## src/rtl/retire_buf_pkg.sv

```systemverilog
// Shared definitions for the retire buffer and the replay front-end FIFO:
// default sizing, the {wrap, index} pointer type and its compare/advance helpers.
package retire_buf_pkg;

    localparam int RB_W     = 32;
    localparam int RB_DEPTH = 16;
    localparam int RB_SKID  = 9;
    localparam int RB_AW    = $clog2(RB_DEPTH);

    // Pointer: wrap bit o plus storage index p. Sized from RB_DEPTH, so every
    // FIFO built on this type shares that depth.
    typedef struct packed {
        logic             o;
        logic [RB_AW-1:0] p;
    } ptr_t;

    // Same wrap and same index: nothing stored.
    function automatic logic ptr_empty(ptr_t rd, ptr_t wr);
        return rd == wr;
    endfunction

    // Same index but writer has lapped the reader once.
    function automatic logic ptr_full(ptr_t rd, ptr_t wr);
        return (rd.o != wr.o) && (rd.p == wr.p);
    endfunction

    // Index wraps DEPTH-1 -> 0; the carry out of the index toggles the wrap bit.
    function automatic ptr_t ptr_inc(ptr_t x);
        logic [RB_AW:0] v;
        v = x;
        v = v + 1'b1;
        return ptr_t'(v);
    endfunction

endpackage

```

## src/rtl/retire_buf_if.sv

```systemverilog
// Retire buffer bus: pipeline-side beat input with back-pressure, consumer-side
// valid/accept head, plus occupancy and sticky overflow status.
interface retire_buf_if
    import retire_buf_pkg::*;
#(
    parameter int W     = RB_W,
    parameter int DEPTH = RB_DEPTH
);
    localparam int LW = $clog2(DEPTH) + 1;

    logic [W-1:0]  in;
    logic          in_vld;
    logic          stall_r;
    logic [W-1:0]  out_r;
    logic          out_vld_r;
    logic          out_accept;
    logic [LW-1:0] level_r;
    logic          overflow_r;

    // Environment side: drives beats and accepts, observes status.
    modport master (
        output in, in_vld, out_accept,
        input  stall_r, out_r, out_vld_r, level_r, overflow_r
    );

    // Buffer side.
    modport slave (
        input  in, in_vld, out_accept,
        output stall_r, out_r, out_vld_r, level_r, overflow_r
    );

endinterface

```

## src/rtl/retire_buf_mem.sv

```systemverilog
// DEPTH x W register array: one synchronous write port, one asynchronous read port.
module retire_buf_mem #(
    parameter int W     = 32,
    parameter int DEPTH = 16,
    localparam int AW   = $clog2(DEPTH)
) (
    input  logic          clk,
    input  logic          we,
    input  logic [AW-1:0] waddr,
    input  logic [W-1:0]  wdata,
    input  logic [AW-1:0] raddr,
    output logic [W-1:0]  rdata
);

    logic [W-1:0] mem_q [DEPTH];

    // Write the addressed entry on a push.
    // NOTE: storage has no reset; the pointers define which entries are valid,
    // so clearing the array would only cost reset fan-out.
    always_ff @(posedge clk) begin
        if (we) begin
            mem_q[waddr] <= wdata;
        end
    end

    assign rdata = mem_q[raddr];

endmodule

```

## src/rtl/retire_buf.sv

```systemverilog
// Retire buffer behind the non-stalling replay pipeline's final stage.
// Every beat is absorbed into a FIFO and drained through a registered head over
// valid/accept; stall_r is raised early enough that SKID in-flight beats still fit.
module retire_buf
    import retire_buf_pkg::*;
#(
    parameter int W     = RB_W,
    parameter int DEPTH = RB_DEPTH,
    parameter int SKID  = RB_SKID
) (
    input  logic         clk,
    input  logic         rst_n,
    retire_buf_if.slave  bus
);

    localparam int AW = $clog2(DEPTH);
    localparam int LW = AW + 1;
    localparam logic [LW-1:0] STALL_AT = LW'(DEPTH - SKID);

    // The pointer type is sized by the package, so the depth must match it.
    if (DEPTH != RB_DEPTH) begin : g_depth_check
        $error("retire_buf: DEPTH must equal retire_buf_pkg::RB_DEPTH");
    end
    if (SKID >= DEPTH) begin : g_skid_check
        $error("retire_buf: SKID must be smaller than DEPTH");
    end

    ptr_t          rd_q, wr_q;
    ptr_t          rd_d, wr_d;
    logic          full;
    logic          pop;
    logic          push;
    logic          ovf_evt;
    logic          head_load;
    logic          vld_d;
    logic [LW-1:0] level_d;
    logic [W-1:0]  head_d;
    logic [W-1:0]  mem_rdata;

    // Handshake decode, pointer/level next values and the next head entry.
    // NOTE: every output of this block is assigned on every pass, so no latch
    // can be inferred.
    always_comb begin
        pop     = bus.out_vld_r & bus.out_accept;
        full    = ptr_full(rd_q, wr_q);
        push    = bus.in_vld & (~full | pop);
        ovf_evt = bus.in_vld & full & ~pop;

        wr_d    = push ? ptr_inc(wr_q) : wr_q;
        rd_d    = pop  ? ptr_inc(rd_q) : rd_q;
        level_d = bus.level_r + LW'(push) - LW'(pop);

        // The head is reloaded whenever it is consumed or currently empty.
        head_load = pop | ~bus.out_vld_r;
        vld_d     = ~ptr_empty(rd_d, wr_d);
        // If the next head slot is the one being written this cycle, bypass the
        // array so an empty (or single-entry, popping) FIFO shows no bubble.
        head_d    = (push && (rd_d == wr_q)) ? bus.in : mem_rdata;
    end

    retire_buf_mem #(
        .W     (W),
        .DEPTH (DEPTH)
    ) u_mem (
        .clk   (clk),
        .we    (push),
        .waddr (wr_q.p),
        .wdata (bus.in),
        .raddr (rd_d.p),
        .rdata (mem_rdata)
    );

    // Pointers, occupancy, back-pressure and sticky overflow.
    // NOTE: state uses non-blocking assignments so every register samples the
    // pre-edge values regardless of statement order.
    always_ff @(posedge clk or negedge rst_n) begin
        if (!rst_n) begin
            rd_q           <= '0;
            wr_q           <= '0;
            bus.level_r    <= '0;
            bus.stall_r    <= 1'b0;
            bus.overflow_r <= 1'b0;
        end else begin
            rd_q           <= rd_d;
            wr_q           <= wr_d;
            bus.level_r    <= level_d;
            bus.stall_r    <= (level_d >= STALL_AT);
            bus.overflow_r <= bus.overflow_r | ovf_evt;
        end
    end

    // Registered head: load on pop or when empty, otherwise hold stable.
    always_ff @(posedge clk or negedge rst_n) begin
        if (!rst_n) begin
            bus.out_vld_r <= 1'b0;
            bus.out_r     <= '0;
        end else if (head_load) begin
            bus.out_vld_r <= vld_d;
            if (vld_d) begin
                bus.out_r <= head_d;
            end
        end
    end

endmodule
```

## src/flat_wrapper.sv

```systemverilog
// flat-port wrapper written by rule: the top's interface ports become plain ports
module retire_buf_flat import retire_buf_pkg::*;
#(
    parameter int W     = RB_W,
    parameter int DEPTH = RB_DEPTH,
    parameter int SKID  = RB_SKID
)
  (clk, rst_n, bus_in, bus_in_vld, bus_out_accept, bus_stall_r, bus_out_r, bus_out_vld_r, bus_level_r, bus_overflow_r);
  retire_buf_if #(.W(W), .DEPTH(DEPTH)) bus_i ();
  input  logic clk;
  input  logic rst_n;
  input wire logic [$bits(bus_i.in)-1:0] bus_in;
  input wire logic [$bits(bus_i.in_vld)-1:0] bus_in_vld;
  input wire logic [$bits(bus_i.out_accept)-1:0] bus_out_accept;
  output wire logic [$bits(bus_i.stall_r)-1:0] bus_stall_r;
  output wire logic [$bits(bus_i.out_r)-1:0] bus_out_r;
  output wire logic [$bits(bus_i.out_vld_r)-1:0] bus_out_vld_r;
  output wire logic [$bits(bus_i.level_r)-1:0] bus_level_r;
  output wire logic [$bits(bus_i.overflow_r)-1:0] bus_overflow_r;
  assign bus_i.in = bus_in;
  assign bus_i.in_vld = bus_in_vld;
  assign bus_i.out_accept = bus_out_accept;
  assign bus_stall_r = bus_i.stall_r;
  assign bus_out_r = bus_i.out_r;
  assign bus_out_vld_r = bus_i.out_vld_r;
  assign bus_level_r = bus_i.level_r;
  assign bus_overflow_r = bus_i.overflow_r;
  retire_buf #(.W(W), .DEPTH(DEPTH), .SKID(SKID)) u_core (.clk(clk), .rst_n(rst_n), .bus(bus_i));
endmodule
```

## config.mk

```make
export PLATFORM = sky130hd
export DESIGN_NAME = retire_buf_flat
export DESIGN_NICKNAME = d
export VERILOG_FILES = /design/src/rtl/retire_buf_pkg.sv /design/src/rtl/retire_buf_if.sv /design/src/rtl/retire_buf_mem.sv /design/src/rtl/retire_buf.sv /design/src/flat_wrapper.sv
export SDC_FILE = /design/constraint.sdc
export NUM_CORES = 1
export LEC_CHECK = 0
export ABC_AREA = 1
export CORE_UTILIZATION = 40
export DETAILED_ROUTE_END_ITERATION = 16
export SLEW_MARGIN = 30
export SYNTH_ARGS = -nofsm -noshare
export SYNTH_HDL_FRONTEND = slang
export SYNTH_SLANG_ARGS = --single-unit
```

## constraint.sdc

```tcl
create_clock -name clk -period 3.2 [get_ports clk]
set_input_delay 0.8 -clock clk [delete_from_list [all_inputs] [get_ports clk]]
set_output_delay 0.8 -clock clk [all_outputs]
set_load 0.02 [all_outputs]
```

==> results of run 1 <==
[layout make-up]
| type | count | area [µm²] | area share [%] |
|---|---|---|---|
| Timing Repair Buffer | 205 | 2380 | 8.00 |
| Clock inverter | 29 | 280 | 0.940 |
| Clock buffer | 81 | 1620 | 5.43 |
| Inverter | 262 | 986 | 3.31 |
| Tap cell | 837 | 1050 | 3.51 |
| Multi-Input combinational cell | 1351 | 6880 | 23.1 |
| Sequential cell | 562 | 16600 | 55.8 |
[how the worst max path moves through the flow]
stage	startpoint	to	slack, ps
after floorplan	bus_out_accept	u_core.u_mem.mem_q[0][0]	-370
after global placement	bus_out_accept	u_core.bus.stall_r	-140
after detailed placement	bus_out_accept	u_core.u_mem.mem_q[6][31]	-60
after CTS	u_core.rd_q[2]	u_core.bus.stall_r	560
after global routing	u_core.rd_q[2]	u_core.bus.stall_r	420
final	bus_out_accept	u_core.u_mem.mem_q[10][21]	570
[flip-flops by register name (all words and copies together), names as in the netlist]
register,cells
u_core.bus.stall_r,1
u_core.bus.out_r,32
u_core.bus.overflow_r,1
u_core.bus.level_r,5
u_core.bus.out_vld_r,1
u_core.u_mem.mem_q,512
u_core.rd_q,5
u_core.wr_q,5
[where the power goes]
part / internal, mW / switching [mW]
logic: 4.25 / 7.80
clock network: 3.93 / 2.85
registers: 8.99 / 0.428
total: 17.2 / 11.1
[cells by family after synthesis]
family | count (synthesis) | share of synthesized area [%]
simple gates | 1288 | 24.9
flops | 562 | 66.7
buf+inv | 405 | 6.45
compound gates | 39 | 0.883
xor+xnor | 13 | 0.487
fa+ha+maj | 11 | 0.582
[synthesized netlist by cell type]
library cell  number  share of area, %
nand2_1          596               9.0
edfxtp_1         512                62
nand3_1          465               9.3
inv_1            250               3.8
nand3b_1         192               5.8
clkbuf_1          76               1.1
dfrtp_1           50               5.0
buf_2             47              0.94
o21ai_0           32              0.64
nor2_1            21              0.32
buf_1             15              0.23
inv_2             12              0.18
xor2_1            11              0.39
ha_1              10              0.50
buf_6              3              0.14
nand2_2            3             0.075
nand2_4            3              0.14
nor2_2             3             0.075
a21oi_1            2             0.040
buf_4              2             0.060
nand3_2            2             0.080
a311o_1            1             0.040
fa_1               1             0.080
nand3_4            1             0.070
nand4_1            1             0.025
nor2_4             1             0.045
o21ai_1            1             0.020
o21ai_2            1             0.035
o21bai_1           1             0.030
o21bai_4           1             0.075
xnor2_1            1             0.035
xor2_2             1             0.065
[stage by stage]
stage                     power [mW]  TNS [ps]  instance area, µm²
after floorplan                 16.6   -141150               24900
after global placement          21.5    -19000               27900
after detailed placement        21.6     -9600               27900
after CTS                       28.4         0               29800
after global routing            29.8         0               29800
final                           28.2         0               29800
[per-layer routing]
metal  share of wire, %  GRT usage [%]  wire [µm]
met1                 42           30.2      29800
met3                7.9           4.41       5550
met5                  0              0          0
met2                 47           36.0      32800
met4                3.0           7.72       2100
[critical path, stage by stage]
cell and delay (ps):
clkdlybuf4s50_1 490, nand2_2 100, nand2_1 100, nor2_2 50
nand3_4 90, nand2_4 50, inv_1 100, buf_4 310
nand2_1 320, nor2_4 210, buf_12 270
[cells in the final DEF (no fill, tap or decap), types with 2 or more instances in the layout]
| master | synthesis | routed |
|---|---|---|
| nand3_2 | 2 | 2 |
| inv_1 | 250 | 249 |
| ha_1 | 10 | 10 |
| bufinv_16 | 0 | 5 |
| o21ai_0 | 32 | 32 |
| clkbuf_1 | 76 | 16 |
| nor2_2 | 3 | 2 |
| nor2_1 | 21 | 6 |
| xor2_4 | 0 | 2 |
| clkinv_1 | 0 | 10 |
| clkinv_2 | 0 | 11 |
| xor2_1 | 11 | 10 |
| nand3b_1 | 192 | 192 |
| a21oi_1 | 2 | 2 |
| nor2_4 | 1 | 17 |
| clkdlybuf4s50_1 | 0 | 74 |
| nand2_4 | 3 | 4 |
| edfxtp_1 | 512 | 512 |
| buf_4 | 2 | 77 |
| inv_2 | 12 | 12 |
| nand2_1 | 596 | 594 |
| nand2_2 | 3 | 3 |
| nand3_1 | 465 | 465 |
| clkbuf_8 | 0 | 6 |
| dfrtp_1 | 50 | 50 |
| buf_12 | 0 | 53 |
| clkbuf_16 | 0 | 59 |
==> run metrics, run 1 <==
RR Endpoint u_core.bus.stall_r; Avg Cell Area, Syn between 10 and 15 µm²; Inserted Clock Buffers slightly below 60; final hold vios 0; Max Cap Viol 0; GP Congestion about 0.82; antenna viol nets, final 0; Buffers on Ports 75; cells after synthesis about 2300; skew final approximately 23 ps; static leakage 11.9 nW; Core Area ~62000 µm²; width of the die 252 µm; Hold WC Path Type input pin to async pin; largest net degree at the start of global routing 106; grt ovf 0; Least-Margin Pin Slew ~780 ps; Tmin final roughly 2600 ps; RR Startpoint u_core.rd_q[2]; Reg clk slew, reported paths around 60 ps; #FFs+latches synth between 500 and 600; DRT Pass-1 Iters 5; Layout area overhead 19.6%; post-synth cell types 32; I/O pin count 76; RSZ-0062 raised after global routing no; Clock Latency Late Sink between 600 and 700 ps; WP data required roughly 3500 ps; Mapped Area roughly 25000 µm²; GRT Overall Usage between 20 and 25%; PD cells between 900 and 1000 nW/µm²; final WL 70.2 mm; relative slew slack slightly below 50%; total number of vias between 15000 and 20000; Syn. warnings 0; chip height between 200 and 300 µm; fraction of the yosys area taken by sequential cells between 60% and 70%; CP Capture Type flop; Initial Util 40.5%; Fillers ~5500; Highest Clock Rate approximately 380 MHz; CTS H-tree depth 2; Util after Layout between 40% and 50%; kind of critical path input pin to flop; number of global-route vias before repair 17100; row count just over 90; Bufs on Longest Clock Path 3; R2R setup slack 580 ps; full die area ~63000 µm²; Nets roughly 2500; placed cells 3217; CTS Root Cell clkbuf_16; initial antenna violation count 0; DR vias/cell around 5.3; first-pass GRT wire length roughly 110 mm; worst vdd ir between 0.7 and 0.8 mV; fin crit share between 80% and 90%; WP data arrival around 3000 ps; status finished, final reports clean; Worst Path Max Fanout 24; antenna cell count 0; Worst Hold Slack around 230 ps; worst slack at placement -64.3 ps; Initial DRC Count 1642; setup repair bufs after CTS 0; non-filler instance count after layout 3327; worst setup margin around 570 ps; Final Max Slew Viols 0; syn nets 2365; post-DP HPWL around 41 mm; Reg2Reg Depth 13; CTS tree built; post-CTS sizing 0; clk sink count ~560; DRC 0; startpoint type of the worst setup path input pin; setup violators final 0; wire per inst 21.1 µm; layout cell share with drive strength beyond 1 a little over a tenth; Hold-fix buffers, CTS 0
No activity file was read; power rests on OpenSTA's default activity.
==> inputs of run 2 (changes only) <==
clock period = 2.7 ns   (was 3.2 ns; I/O delays follow)
==> run 2 against run 1 <==
  * Cell area increased by 2.0%
  * Register-to-register slack lost 340 ps
  * Largest cell class unchanged
  * Clock skew decreased by 4.5 ps
  * Non-clock buffer count grew 60
  * Sequential share of layout area shrank 1.1 points
  * Combinational power is 25% higher
  * Worst setup slack lost 370 ps
  * Clock-buffer cell count increased by 9
  * Critical path depth decreased by 10
  * Final cell count increased by 1.7%
  * Core utilization grew 0.97 points
  * Global-route usage grew 0.33 points
==> run metrics, run 2 (same netlist as run 1, synthesis figures left out) <==
CTS tree built (unchanged); Final Power 33.8 mW (was 28.2 mW); Nets 2546 (was 2487); full die area 63300 µm² (unchanged); switching power 13.2 mW (was 11.1 mW); relative slew slack 59.1% (was 48.2%); Core Area 61600 µm² (unchanged); chip height 252 µm (unchanged); most common cell after layout, fill and taps aside nand2_1 (unchanged); post-DP HPWL 42.6 mm (was 40.8 mm); worst slack at placement -303 ps (was -64.3 ps); layout cell share with drive strength beyond 1 12.6% (was 10.5%); DRT Pass-1 Iters 6 (was 5); Worst Path Max Fanout 2 (was 24); Max Cap Viol 0 (unchanged); worst vdd ir 0.750 mV (was 0.725 mV); fin crit share about 93%; Hold-fix buffers, CTS 0 (unchanged); most frequent cells in the layout nand2_1 (594), edfxtp_1 (512), nand3_1 (465) (unchanged); CP Capture Type output pin (was flop); DR vias/cell 5.29 (was 5.27); placed standard-cell area 28600 µm² (was 27900 µm²); Initial DRC Count 1728 (was 1642); CP Launch Point u_core.bus.out_r[21] (was bus_out_accept); largest net degree at the start of global routing 46 (was 106); first-pass GRT wire length 109 mm (was 106 mm); post-route cell area 30400 µm² (was 29800 µm²); number of global-route vias before repair 17900 (was 17100); Final Max Slew Viols 0 (unchanged); WP data required 2030 ps (was 3500 ps); Reg2Reg Depth 14 (was 13); CP Cell Sequence clkdlybuf4s50_1 (was clkdlybuf4s50_1 > nand2_2 > nand2_1 > nor2_2 > nand3_4 > nand2_4 > inv_1 > buf_4 > nand2_1 > nor2_4 > buf_12); Reg clk slew, reported paths 60 ps (about the same); Comb power frac 44.6% (was 42.7%); Initial Util 40.5% (unchanged); setup violators final 0 (unchanged); worst setup margin 201 ps (was 572 ps); post-CTS sizing 0 (unchanged); antenna cell count 0 (unchanged); Inserted Clock Buffers 57 (was 58); Buffers on Ports 75 (unchanged); Hold WC Path Type input pin to async pin (unchanged); total number of vias 17900 (was 17500); Top reg by flops u_core.u_mem.mem_q (unchanged); setup repair bufs after CTS 0 (unchanged); WP data arrival 1820 ps (was 2920 ps); Clock Latency Late Sink 620 ps (was 630 ps); max reg flops 512 (unchanged); grt ovf 0 (unchanged); wire per inst 21.0 µm (was 21.1 µm); I/O pin count 76 (unchanged); final WL 71.1 mm (was 70.2 mm); clk sink count 562 (unchanged); static leakage 12.2 nW (was 11.9 nW); slowest cell delay on critical path 680 ps (was 490 ps); width of the die 252 µm (unchanged); Bufs and invs on worst path 1 (was 4); R2R setup slack 240 ps (was 580 ps); startpoint type of the worst setup path flop (was input pin); final hold vios 0 (unchanged); DRC 0 (unchanged); kind of critical path flop to output pin (was input pin to flop); Least-Margin Pin Slew 613 ps (was 776 ps); Bufs on Longest Clock Path 3 (unchanged); Fillers 5513 (was 5507); PD cells 1110 nW/µm² (was 947 nW/µm²); Highest Clock Rate roughly 400 MHz; RR Endpoint u_core.bus.out_r[4] (was u_core.bus.stall_r); skew final 18.4 ps (was 22.9 ps); CTS Root Cell clkbuf_16 (unchanged); GP Congestion 0.847 (was 0.823); Flop pwr share 33.0% (was 33.3%); status finished, final reports clean (unchanged); RR Startpoint u_core.rd_q[0] (was u_core.rd_q[2]); switch share 38.9% (was 39.2%); antenna viol nets, final 0 (unchanged); Max stage delay cell, worst path clkdlybuf4s50_1 (unchanged); CP top delay family buffers and inverters (unchanged); initial antenna violation count 1 (was 0); Layout area overhead 22.0% (was 19.6%); RSZ-0062 raised after global routing no (unchanged); Largest regs u_core.u_mem.mem_q x512, u_core.bus.out_r x32 (unchanged); Tmin final between 2000 and 2500 ps; CTS H-tree depth 2 (unchanged); Int Power 20.7 mW (was 17.2 mW); GRT Overall Usage 22.7% (was 22.4%); clock network fraction of design power 22.4% (was 24.0%); row count 91 (unchanged)
[run 2: changes by cell type in the layout (fill, tap and decap cells not counted), moves of 2 or more]
cell,change
buf_4,+39
buf_12,+21
clkinv_1,-8
clkbuf_1,+7
bufinv_16,-4
clkbuf_8,+4
clkbuf_16,-2
clkinv_2,-2
inv_6,+2
[run 2: final cells by class]
class | instances | area, µm² | area share (%)
well taps | 837 | 1050 | 3.44
multi-input cells | 1351 | 6890 | 22.6
repair buffers | 265 | 3100 | 10.2
clock inverters | 17 | 125 | 0.411
flip-flops and latches | 562 | 16600 | 54.7
inverters | 262 | 986 | 3.24
clock buffers | 90 | 1650 | 5.43
[run 2: worst max-delay path by stage]
stage | depth (start not counted) | slack [ps] | to
final | 1 | 200 | bus_out_r[21]
after floorplan | 6 | -160 | u_core.u_mem.mem_q[11][0]
after detailed placement | 14 | -300 | u_core.bus.out_r[4]
after global placement | 14 | -290 | u_core.bus.out_r[22]
after CTS | 1 | 200 | bus_out_r[21]
after global routing | 14 | 50 | u_core.bus.out_r[4]
[run 2: metal layers]
layer,vias to the layer above,part of all wire (%),track usage (%)
met3,157,6.5,2.91
li1,8230,-,-
met4,0,3.2,8.03
met1,8795,42,30.4
met5,-,0,0
met2,703,48,37.9
[run 2: power groups by stage]
stage	registers (mW)	logic [mW]	clock network, mW
after floorplan	11.5	8.13	0
after global routing	11.3	16.5	8.00
after detailed placement	11.3	15.1	0
after CTS	11.2	15.1	7.71
final	11.2	15.1	7.58
after global placement	11.3	14.9	0
[run 2: stage by stage]
stage               util, %  hold slack [ps]  setup TNS (ps)  instances
finish                 49.4             74.9               0       3384
global placement       46.5              455          -43320       3277
detailed placement     46.5              461          -50330       3277
global route           49.4              102               0       3384
floorplan                 -              379          -57610       2318
CTS                    49.4             62.2               0       3384
==> inputs of run 3 (changes only) <==
GPL_TIMING_DRIVEN = 0   (was default)
==> run 3 against run 2 <==
  * Combinational power grew 4%
  * Worst setup slack lost 130 ps
  * Sequential power about the same
  * Clock-buffer cell count fell by 27
  * Global-route usage is 1.7 points higher
  * Die area did not move
  * Power is 3.9% higher
  * Sequential share of layout area hardly changed
  * Clock power rose by 10%
  * Clock skew is 1.5 ps lower
  * Non-clock buffer count rose by 19
  * Critical endpoint is now u_core.bus.out_r[21]
  * Largest cell class unchanged
==> run metrics, run 3 (same netlist as run 1, synthesis figures left out) <==
status finished, final reports clean (unchanged); Max Cap Viol 0 (unchanged); Nets 2568 (was 2546); CTS Root Cell clkbuf_16 (unchanged); Layout area overhead 22.1% (was 22.0%); CP Cell Sequence nand2_4 > inv_2 > nand2_4 > clkbuf_2 > clkbuf_1 > nand3b_1 > nand3_1 > nand3_1 > nand3_1 > nand2_1 > nand2_1 > nand2_1 > nand3_2 > nand2_1 (was clkdlybuf4s50_1); Worst Path Max Fanout 10 (was 2); Largest regs u_core.u_mem.mem_q x512, u_core.bus.out_r x32 (unchanged); chip height 252 µm (unchanged); met3 wire length 6.28 mm (was 4.59 mm); first-pass GRT wire length 113 mm (was 109 mm); Bufs and invs on worst path 3 (was 1); I/O pin count 76 (unchanged); Reg clk slew, reported paths 60 ps (about the same); max reg flops 512 (unchanged); Util after Layout 49.4% (about the same); slowest cell delay on critical path 500 ps (was 680 ps); DRC 0 (unchanged); skew final 16.9 ps (was 18.4 ps); startpoint type of the worst setup path flop (unchanged); Bufs on Longest Clock Path 3 (unchanged); Max stage delay cell, worst path clkbuf_1 (was clkdlybuf4s50_1); static leakage 12.2 nW (about the same); Initial DRC Count 2090 (was 1728); Hold WC Path Type input pin to async pin (unchanged); R2R setup slack 70 ps (was 240 ps); Final Max Slew Viols 0 (unchanged); RR Endpoint u_core.bus.out_r[21] (was u_core.bus.out_r[4]); final hold vios 0 (unchanged); FF+latch area 16600 µm² (about the same); footprint of the multi-input gates 6930 µm² (was 6890 µm²); CP top delay family simple AND/OR/NAND/NOR gates (was buffers and inverters); Least-Margin Pin Slew 809 ps (was 613 ps); Tmin final 2630 ps (was 2500 ps); total number of vias 18300 (was 17900); setup violators final 0 (unchanged); RR Startpoint u_core.bus.out_vld_r (was u_core.rd_q[0]); GP Congestion 0.893 (was 0.847); antenna cell count 0 (unchanged); largest net degree at the start of global routing 37 (was 46); Initial Util 40.5% (unchanged); clk sink count 562 (unchanged); wire per inst 22.8 µm (was 21.0 µm); relative slew slack 45.9% (was 59.1%); Fillers 5446 (was 5513); kind of critical path flop to flop (was flop to output pin); number of global-route vias before repair 17600 (was 17900); WL met2 36.4 mm (was 34.1 mm); fin crit share 97.3% (was 92.6%); CTS tree built (unchanged); Core Area 61600 µm² (unchanged); final WL 77.8 mm (was 71.1 mm); most frequent cells in the layout nand2_1 (592), edfxtp_1 (512), nand3_1 (461) (was nand2_1 (594), edfxtp_1 (512), nand3_1 (465)); GRT Overall Usage 24.4% (was 22.7%); Reg2Reg Depth 14 (unchanged); Top reg by flops u_core.u_mem.mem_q (unchanged); post-route cell area 30400 µm² (about the same); PD cells 1150 nW/µm² (was 1110 nW/µm²); DR vias/cell 5.36 (was 5.29); WP data required 3210 ps (was 2030 ps); Inserted Clock Buffers 59 (was 57); CP Capture Type flop (was output pin); initial antenna violation count 0 (was 1); full die area 63300 µm² (unchanged); row count 91 (unchanged); worst vdd ir 0.604 mV (was 0.750 mV); most frequent CP cell nand2_1; most common cell after layout, fill and taps aside nand2_1 (unchanged); CTS H-tree depth 2 (unchanged); Highest Clock Rate 381 MHz (was 400 MHz); Buffers on Ports 75 (unchanged); DRT Pass-1 Iters 5 (was 6); Met1 Wirelength 32.5 mm (was 30.0 mm); WP data arrival 3140 ps (was 1820 ps); Top Metal Used met4 (unchanged); layout cell share with drive strength beyond 1 13.7% (was 12.6%); Clock Latency Late Sink 630 ps (was 620 ps); post-DP HPWL 51.8 mm (was 42.6 mm); grt ovf 0 (unchanged); placed standard-cell area 27700 µm² (was 28600 µm²); width of the die 252 µm (unchanged); Worst Hold Slack 454 ps (was 74.9 ps); antenna viol nets, final 0 (unchanged)
==> run 3: cell count changes in the layout (fill, tap and decap cells not counted), moves of 10 or more <==
cell	previous run	this run
buf_12	74	12
buf_4	116	60
clkbuf_2	0	52
buf_16	0	28
buf_2	1	17
buf_6	0	13
clkbuf_8	10	0
==> run 3: repair_timing <==
item	4_1_cts	5_1_grt
endpoints found under the setup margin	295	52
pin swaps	10	8
setup buffers	23	12
endpoints found under the hold margin	14	0
hold buffers	1	0
resized for setup	121	80
gates cloned	0	1
==> run 3: metrics by stage <==
| stage | instances | worst slack, ps | TNS, ps | power, mW |
|---|---|---|---|---|
| 3_5_place_dp | 3260 | -1210 | -330120 | 25.7 |
| 4_1_cts | 3394 | -12.5 | -12.5 | 34.6 |
| 6_report | 3407 | 72.6 | 0 | 35.1 |
| 2_1_floorplan | 2318 | -162 | -57610 | 19.7 |
| 3_3_place_gp | 3230 | -2260 | -1030150 | 25.0 |
| 5_1_grt | 3407 | -21.7 | -21.7 | 36.7 |
==> run 3: layer usage <==
metal | GRT usage [%] | up-vias
met2 | 39.1 | 860
met4 | 9.25 | 0
met5 | 0 | -
li1 | - | 8284
met3 | 3.26 | 154
met1 | 33.6 | 8971
==> run 3: layout make-up <==
cell class / count / area share (%)
Clock inverter: 47 / 1.57
Timing Repair inverter: 1 / 0.0288
Clock buffer: 63 / 4.90
Timing Repair Buffer: 141 / 6.40
Buffer: 143 / 2.99
Multi-Input combinational cell: 1351 / 22.8
Sequential cell: 562 / 54.6
Tap cell: 837 / 3.44
Inverter: 262 / 3.27
==> run 3: worst reg2reg max path: stages, from the launching register on <==
cell      delay [ps]
dfrtp_1          450
nand2_4          120
inv_2             50
nand2_4          130
clkbuf_2         350
clkbuf_1         500
nand3b_1         140
nand3_1          110
nand3_1          100
nand3_1          100
nand2_1           70
nand2_1           70
nand2_1          120
nand3_2          130
nand2_1           70
==> run 3: worst max path at each step <==
stage | to | slack [ps] | start | cells after the start
2_1_floorplan | u_core.u_mem.mem_q[11][0] | -160 | bus_out_accept | 6
3_3_place_gp | u_core.u_mem.mem_q[7][26] | -2260 | bus_out_accept | 7
3_5_place_dp | u_core.bus.out_r[30] | -1210 | bus_out_accept | 13
4_1_cts | u_core.bus.out_r[21] | -10 | bus_out_accept | 16
5_1_grt | u_core.bus.stall_r | -20 | u_core.wr_q[0] | 15
6_report | u_core.bus.out_r[21] | 70 | u_core.bus.out_vld_r | 14
==> run 3: report_power, final <==
group	leakage [nW]	switching, mW	internal, mW
logic	6.04	10.6	5.15
registers	5.21	0.405	10.7
clock network	0.948	3.56	4.78
total	12.2	14.6	20.6
